`src/rtl/spi_master.sv`:
```
// Memory-mapped SPI master: mode 0, MSB first, one byte per START, software-driven chip select.
// Registers: CTRL 0x08, START 0x09, STATUS 0x0a, TX_DATA 0x0b, RX_DATA 0x0c.
module spi_master #(
   parameter int unsigned CLK_DIV = 4
) (
   input  logic        clk,
   input  logic        reset_n,
   input  logic        cs,
   input  logic        we,
   input  logic [7:0]  address,
   input  logic [31:0] write_data,
   output logic [31:0] read_data,
   output logic        ready,
   output logic        spi_ss,
   output logic        spi_sck,
   output logic        spi_mosi,
   input  logic        spi_miso
);

   localparam logic [7:0] AddrCtrl   = 8'h08;
   localparam logic [7:0] AddrStart  = 8'h09;
   localparam logic [7:0] AddrStatus = 8'h0a;
   localparam logic [7:0] AddrTx     = 8'h0b;
   localparam logic [7:0] AddrRx     = 8'h0c;
   localparam logic [7:0] DivLast    = 8'(CLK_DIV - 1);

   typedef enum logic [1:0] {StIdle, StSckLo, StSckHi} state_e;

   state_e      state_q, state_d;
   logic [7:0]  div_q, div_d;
   logic [7:0]  shift_q, shift_d;
   logic [7:0]  tx_q, tx_d;
   logic [7:0]  rx_q, rx_d;
   logic [2:0]  bit_q, bit_d;
   logic        busy_q, busy_d;
   logic        sck_q, sck_d;
   logic        sample_q, sample_d;
   logic        ctrl_q, ctrl_d;
   logic        ready_q;
   logic [31:0] rdata_q, rdata_d;
   logic        wr;
   logic        unused_wdata;

   assign wr           = cs & we;
   assign unused_wdata = ^write_data[31:8];

   always_comb begin
      state_d  = state_q;
      div_d    = div_q;
      shift_d  = shift_q;
      tx_d     = tx_q;
      rx_d     = rx_q;
      bit_d    = bit_q;
      busy_d   = busy_q;
      sck_d    = sck_q;
      sample_d = sample_q;
      ctrl_d   = ctrl_q;

      // CTRL and TX_DATA are frozen for the whole byte so ss and shift data stay stable.
      if (wr && !busy_q) begin
         if (address == AddrCtrl) ctrl_d = write_data[0];
         if (address == AddrTx)   tx_d   = write_data[7:0];
      end

      unique case (state_q)
         StIdle: begin
            if (wr && address == AddrStart) begin
               shift_d = tx_q;
               bit_d   = 3'd0;
               div_d   = 8'd0;
               busy_d  = 1'b1;
               state_d = StSckLo;
            end
         end
         StSckLo: begin
            if (div_q == DivLast) begin
               div_d    = 8'd0;
               sck_d    = 1'b1;
               sample_d = spi_miso;
               state_d  = StSckHi;
            end else begin
               div_d = div_q + 8'd1;
            end
         end
         StSckHi: begin
            if (div_q == DivLast) begin
               div_d   = 8'd0;
               sck_d   = 1'b0;
               shift_d = {shift_q[6:0], sample_q};
               bit_d   = bit_q + 3'd1;
               if (bit_q == 3'd7) begin
                  rx_d    = {shift_q[6:0], sample_q};
                  busy_d  = 1'b0;
                  state_d = StIdle;
               end else begin
                  state_d = StSckLo;
               end
            end else begin
               div_d = div_q + 8'd1;
            end
         end
         default: state_d = StIdle;
      endcase
   end

   always_comb begin
      rdata_d = '0;
      if (cs && !we) begin
         case (address)
            AddrCtrl:   rdata_d[0]   = ctrl_q;
            AddrStatus: rdata_d[1:0] = {busy_q, ~busy_q};
            AddrTx:     rdata_d[7:0] = tx_q;
            AddrRx:     rdata_d[7:0] = rx_q;
            default:    rdata_d      = '0;
         endcase
      end
   end

   always_ff @(posedge clk) begin
      if (!reset_n) begin
         state_q  <= StIdle;
         div_q    <= '0;
         shift_q  <= '0;
         tx_q     <= '0;
         rx_q     <= '0;
         bit_q    <= '0;
         busy_q   <= 1'b0;
         sck_q    <= 1'b0;
         sample_q <= 1'b0;
         ctrl_q   <= 1'b0;
         ready_q  <= 1'b0;
         rdata_q  <= '0;
      end else begin
         state_q  <= state_d;
         div_q    <= div_d;
         shift_q  <= shift_d;
         tx_q     <= tx_d;
         rx_q     <= rx_d;
         bit_q    <= bit_d;
         busy_q   <= busy_d;
         sck_q    <= sck_d;
         sample_q <= sample_d;
         ctrl_q   <= ctrl_d;
         ready_q  <= cs;
         rdata_q  <= rdata_d;
      end
   end

   assign spi_ss    = ~ctrl_q;
   assign spi_sck   = sck_q;
   assign spi_mosi  = shift_q[7];
   assign read_data = rdata_q;
   assign ready     = ready_q;

endmodule

```
`config.mk`:
```
export PLATFORM = sky130hd
export DESIGN_NAME = spi_master
export DESIGN_NICKNAME = d
export VERILOG_FILES = /design/src/rtl/spi_master.sv
export SDC_FILE = /design/constraint.sdc
export NUM_CORES = 1
export LEC_CHECK = 0
export ABC_CLOCK_PERIOD_IN_PS = 2220
export CAP_MARGIN = 40
export CORE_ASPECT_RATIO = 2
export CORE_UTILIZATION = 48
export CTS_CLUSTER_DIAMETER = 60
export CTS_CLUSTER_SIZE = 24
export DETAILED_ROUTE_END_ITERATION = 10
export PLACE_DENSITY_LB_ADDON = 0.25
export SYNTH_ARGS = -nofsm -noshare
export SYNTH_HDL_FRONTEND = slang
export SYNTH_SLANG_ARGS = --single-unit
```
`constraint.sdc`:
```
create_clock -name clk -period 2.22 [get_ports clk]
set_input_delay 0.333 -clock clk [delete_from_list [all_inputs] [get_ports clk]]
set_output_delay 0.333 -clock clk [all_outputs]
set_load 0.05 [all_outputs]
```
[After elaboration in Yosys (flattened, before gate mapping)]
Index checks and enable logic that the tools add are counted.
Word-level totals
  register bits: 74
  output and inout bits: 36
  word-level logic and storage cells: 75
Cells by class
  $add $sub $neg: 2
  equal/unequal tests: 13
  multiplexer cells: 24
  bitwise gates (word level): 3
  reductions and logical operators: 20
Operators by type and width (number)
  == test 8 x 4 -> 1 bit, second input constant: 5
  2-to-1 mux 8 bit: 4
  one-hot mux 8 bit (2 select lines): 2
  one-hot mux 6 bit (2 select lines): 1
  AND reduction 3 bit: 4
  AND reduction 2 bit: 5
  adder 8 x 1 -> 8 bit, second input constant: 1
  == test 8 x 2 -> 1 bit, second input constant: 1
  inequality test 2 bit, second input constant: 4
  2-to-1 mux 1 bit: 6
  2-to-1 mux 2 bit: 3
  2-to-1 mux 3 bit: 2
  one-hot mux 2 bit (3 select lines): 1
  one-hot mux 3 bit (2 select lines): 1
  nonzero test 2 bit: 3
  one-hot mux 1 bit (2 select lines): 2
  one-hot mux 1 bit (4 select lines): 1
  AND reduction 4 bit: 1
  adder 3 x 1 -> 3 bit, second input constant: 1
  == test 3 bit, second input constant: 1
  logical AND 1 bit: 3
  one-hot mux 1 bit (3 select lines): 1
  == test 2 x 1 -> 1 bit, second input constant: 1
  == test 2 bit, second input constant: 1
  5 further kinds: 7

[Depth between registers and ports, before layout]
  depth after elaboration: 4
  gate-level depth with buffers: 8
  gate-level depth less buffers: 6

[Worst setup path after synthesis]
Ideal clock, no wire load.
  kind: register to register
  start point: reg state_q[0]
  end point: reg shift_q[0]
  library setup time: 0.119 ns
  arrival time: 1.617 ns
  required time: 2.101 ns
  slack: 0.484 ns
  cell stages (with the launch flop): 9
  period minus slack after synthesis: 1.736 ns
  cell sequence: dfxtp_1 inv_1 ha_1 clkbuf_1 inv_1 a31oi_1 nor2_2 buf_6 o221a_1
Between the ends
  cells in the longest elaborated chain, start to end: 3
Ends and longest elaborated chain
  from (decl): RTL line 29  | state_e state_q, state_d;
  from (signal assigned): RTL line 121  | state_q <= StIdle;
  from (signal assigned): RTL line 134  | state_q <= state_d;
  == test 2 bit / zero test 2 bit (equally long branches): RTL line 65  | unique case (state_q)
  inequality test 2 bit (no source line) / nonzero test 2 bit (equally long branches)
  AND reduction 3 bit (no source line)
  to (signal assigned): RTL line 136  | shift_q <= shift_d;
  to (decl): RTL line 31  | logic [7:0] shift_q, shift_d;
Several ways; a longest one is shown, not always the timed one.
A chain may end at the register's enable or synchronous reset.

[Worst setup path in the final report]
  start point: reg div_q[0]
  end point: reg div_q[7]
Between the ends
  cells in the longest elaborated chain, start to end: 3
Ends and longest elaborated chain
  from (decl): RTL line 30  | logic [7:0] div_q, div_d;
  from (signal assigned): RTL line 135  | div_q <= div_d;
  adder 8 x 1 -> 8 bit / == test 8 x 2 -> 1 bit (equally long branches)
  2-to-1 mux 8 bit (*): RTL line 76, 86
  one-hot mux 8 bit (2 select lines) (*): RTL line 65
Every way passes the cells marked *; elsewhere a longest branch is shown, timed or not.

==> flow_summary.json <==
{
  "yosys_warnings": 0,
  "viasPerCell": 5.526,
  "drt_iter0_markers": 46,
  "slowest_stage": "nor4b_4",
  "synth_top_cell_by_area": "dfxtp_1",
  "worstPathRequired_ns": 2.44,
  "clkTransAtPathRegs_ns": 0.10,
  "yosysSeqAreaShare_pct": 36.15,
  "fin_nets": 391,
  "hp-class": "reg2reg",
  "start_kind": "flop",
  "drv_slew": 0,
  "min_delay_worst_endpoint": "tx_q[0]$_SDFFE_PN0P_",
  "synth-main-ff-cell": "dfxtp_1",
  "clock_skew_ns": 0.01177,
  "cts_setup_buffers": 0,
  "worstMarginPinSlew_ns": 0.5587,
  "fin_cells": 399,
  "r2r_cells": 5,
  "synthTopCellsByCount": "dfxtp_1 (50), nand2_1 (47), mux2i_1 (28)",
  "dpl.cell_count": 391,
  "io_pins": 81,
  "fp.dieArea_um2": 6095,
  "ant_nets": 0,
  "synth_top_area_share_pct": 36.15,
  "crit_path_max_incr_delay_ns": 0.52,
  "ir_drop_mv": 0.7750,
  "post-synth-top-count-cell": "dfxtp_1",
  "path_cells": "ha_1 > nor4b_4 > a221oi_1 > and4b_1 > o31a_1",
  "clockBufferDepth": 2,
  "finalSetupTns_ns": 0,
  "p_leak_nw": 1.299,
  "gp_congestion": 0.8070,
  "drcViolationCount": 0,
  "clock.fmax_mhz": 496.3,
  "drt-total-wl_um": 5805,
  "drive_gt1_share_pct": 13.27,
  "pre_cts_ws_ns": 0.03661,
  "avgSynthCellArea_um2": 9.323,
  "setup_violations": 0,
  "r2r-end": "div_q[7]$_SDFFE_PN0P_",
  "worstHoldPathCells": 2,
  "synth.distinct_cells": 59,
  "gr-total-overflow": 0,
  "finalHoldViolCount": 0,
  "syn2layout_area_growth_pct": 18.08,
  "synth_edf_count": 0,
  "rsz0062_at_grt": "false",
  "end_kind": "flop",
  "dpl.hpwl_um": 4501,
  "setup_ws_ns": 0.2051,
  "synth.cell_area_um2": 2769,
  "cp_max_fo": 7,
  "cts_tree": "built",
  "num_rows": 38,
  "clock_sinks": 50,
  "critPathKind": "reg2reg",
  "status": "finished, final reports clean",
  "grt_pass1_wl_um": 9453,
  "avgRoutedWirePerCell_um": 14.55,
  "r2r_slack_ns": 0.21,
  "dieWidth_um": 55.71,
  "power.density_nw_per_um2": 588.4,
  "synth_area_leaders": "dfxtp_1 (36%), mux2i_1 (10%), buf_4 (6.8%)",
  "period_share_pct": 90.76,
  "root_buffer": "clkbuf_8",
  "hold_buffers": 0,
  "fill_cells": 492,
  "antennaDiodeCount": 0,
  "async_reset_ff_share_pct": 0,
  "syn_inst": 297,
  "num_vias": 2205,
  "max_slew_margin_pct": 62.60,
  "regArea_um2": 1001,
  "synth-seq-cells": 50,
  "arrival_ns": 2.24,
  "grt_antenna_before_repair": 0,
  "multi_input_comb_area_um2": 1567,
  "grtUsageTotal_pct": 20.15,
  "clkLatencyLatePin_ns": 0.32,
  "firstDrtPassIters": 4,
  "h-tree-depth": 2,
  "die_height_um": 109.4,
  "grt_start_max_net_pins": 28,
  "place_area_um2": 3153,
  "first_global_vias": 2090,
  "drv_cap": 0,
  "stdcell_area_um2": 3269,
  "r2r_start": "div_q[0]$_SDFFE_PN0P_",
  "port_buffers": 32,
  "design.core.area_um2": 5468,
  "hp-start": "tx_q[0]$_SDFFE_PN0P_",
  "cts-resized-gates": 0,
  "cts_buffers": 5,
  "min_period_ns": 2.015,
  "start_util_pct": 50.64
}
## worst max-delay path, delay by kind of cell, from the launching register on
| family | cells | cell delay [ns] |
|---|---|---|
| AND/OR/NAND/NOR | 2 | 0.76 |
| AO/OA/AOI/OAI | 2 | 0.47 |
| flip-flops | 1 | 0.40 |
| adder cells (fa/ha/maj) | 1 | 0.28 |
## per-stage QoR
stage               hold slack [ns]  total power, mW  util [%]
floorplan                    0.4347            1.197         -
finish                       0.4786            1.924     59.79
detailed placement           0.4643            1.265     57.67
CTS                          0.4784            1.942     59.79
global route                 0.5057            1.998     59.79
global placement             0.4459            1.262     57.67
## sequential cells by signal (all words and copies together), names as in the netlist
register	cells
div_q	8
read_data	8
rx_q	8
shift_q	8
tx_q	8
bit_q	3
state_q	2
busy_q	1
ctrl_q	1
ready	1
sample_q	1
spi_sck	1
## layout make-up
class / count / area share [%]
well taps: 60 / 2.296
inverters: 8 / 0.9185
flip-flops and latches: 50 / 30.62
clock buffers: 5 / 2.105
repair buffers: 50 / 14.70
clock inverters: 3 / 1.454
multi-input cells: 223 / 47.91
## power breakdown
part	switching, mW	internal, mW	leakage [nW]	total, mW
Clock	0.337	0.342	0.0587	0.679
Combinational	0.202	0.112	0.837	0.315
Sequential	0.0153	0.915	0.403	0.930
Total	0.555	1.37	1.30	1.92
## cell families after synthesis
family                   after synthesis  synth area share (%)
AND/OR/NAND/NOR                      113                 24.90
AO/OA/AOI/OAI                         50                 14.69
flip-flops                            50                 36.15
buffers and inverters                 47                 10.39
multiplexers                          28                 10.12
adder cells (fa/ha/maj)                8                 3.615
other                                  1                0.1354
## cell usage in the layout, fill, tap and decap left out, types with 3 or more instances in the layout
| cell | n |
|---|---|
| nor3_1 | 3 |
| nor2_1 | 10 |
| a22oi_1 | 7 |
| o22ai_1 | 4 |
| mux2i_1 | 28 |
| nor2b_1 | 15 |
| clkdlybuf4s50_1 | 32 |
| buf_4 | 16 |
| ha_1 | 8 |
| clkbuf_8 | 5 |
| nand2_1 | 47 |
| nand3_1 | 5 |
| o21ai_0 | 6 |
| dfxtp_1 | 50 |
| and4_1 | 3 |
| conb_1 | 24 |
| inv_1 | 7 |
| nand2b_1 | 4 |
| o221a_1 | 10 |
| nor4b_2 | 3 |
## worst max-delay path by stage
stage | startpoint | endpoint | slack [ns] | cells past startpoint
global placement | address[5] | div_q[3]$_SDFFE_PN0P_ | 0.07 | 5
CTS | div_q[0]$_SDFFE_PN0P_ | div_q[7]$_SDFFE_PN0P_ | 0.21 | 5
finish | div_q[0]$_SDFFE_PN0P_ | div_q[7]$_SDFFE_PN0P_ | 0.21 | 5
floorplan | state_q[0]$_SDFFE_PN0P_ | shift_q[0]$_SDFFE_PN0P_ | 0.48 | 8
detailed placement | address[5] | div_q[3]$_SDFFE_PN0P_ | 0.04 | 5
global route | div_q[0]$_SDFFE_PN0P_ | div_q[7]$_SDFFE_PN0P_ | 0.09 | 5
## per-layer routing
| metal | vias up | part of all wire (%) | global-route usage, % |
|---|---|---|---|
| li1 | 1100 | - | - |
| met1 | 1049 | 38 | 18.66 |
| met2 | 43 | 57 | 40.36 |
| met3 | 13 | 2.6 | 3.765 |
| met4 | 0 | 2.5 | 10.71 |
| met5 | - | 0 | 0 |
Power figures use the tool's default switching activity.
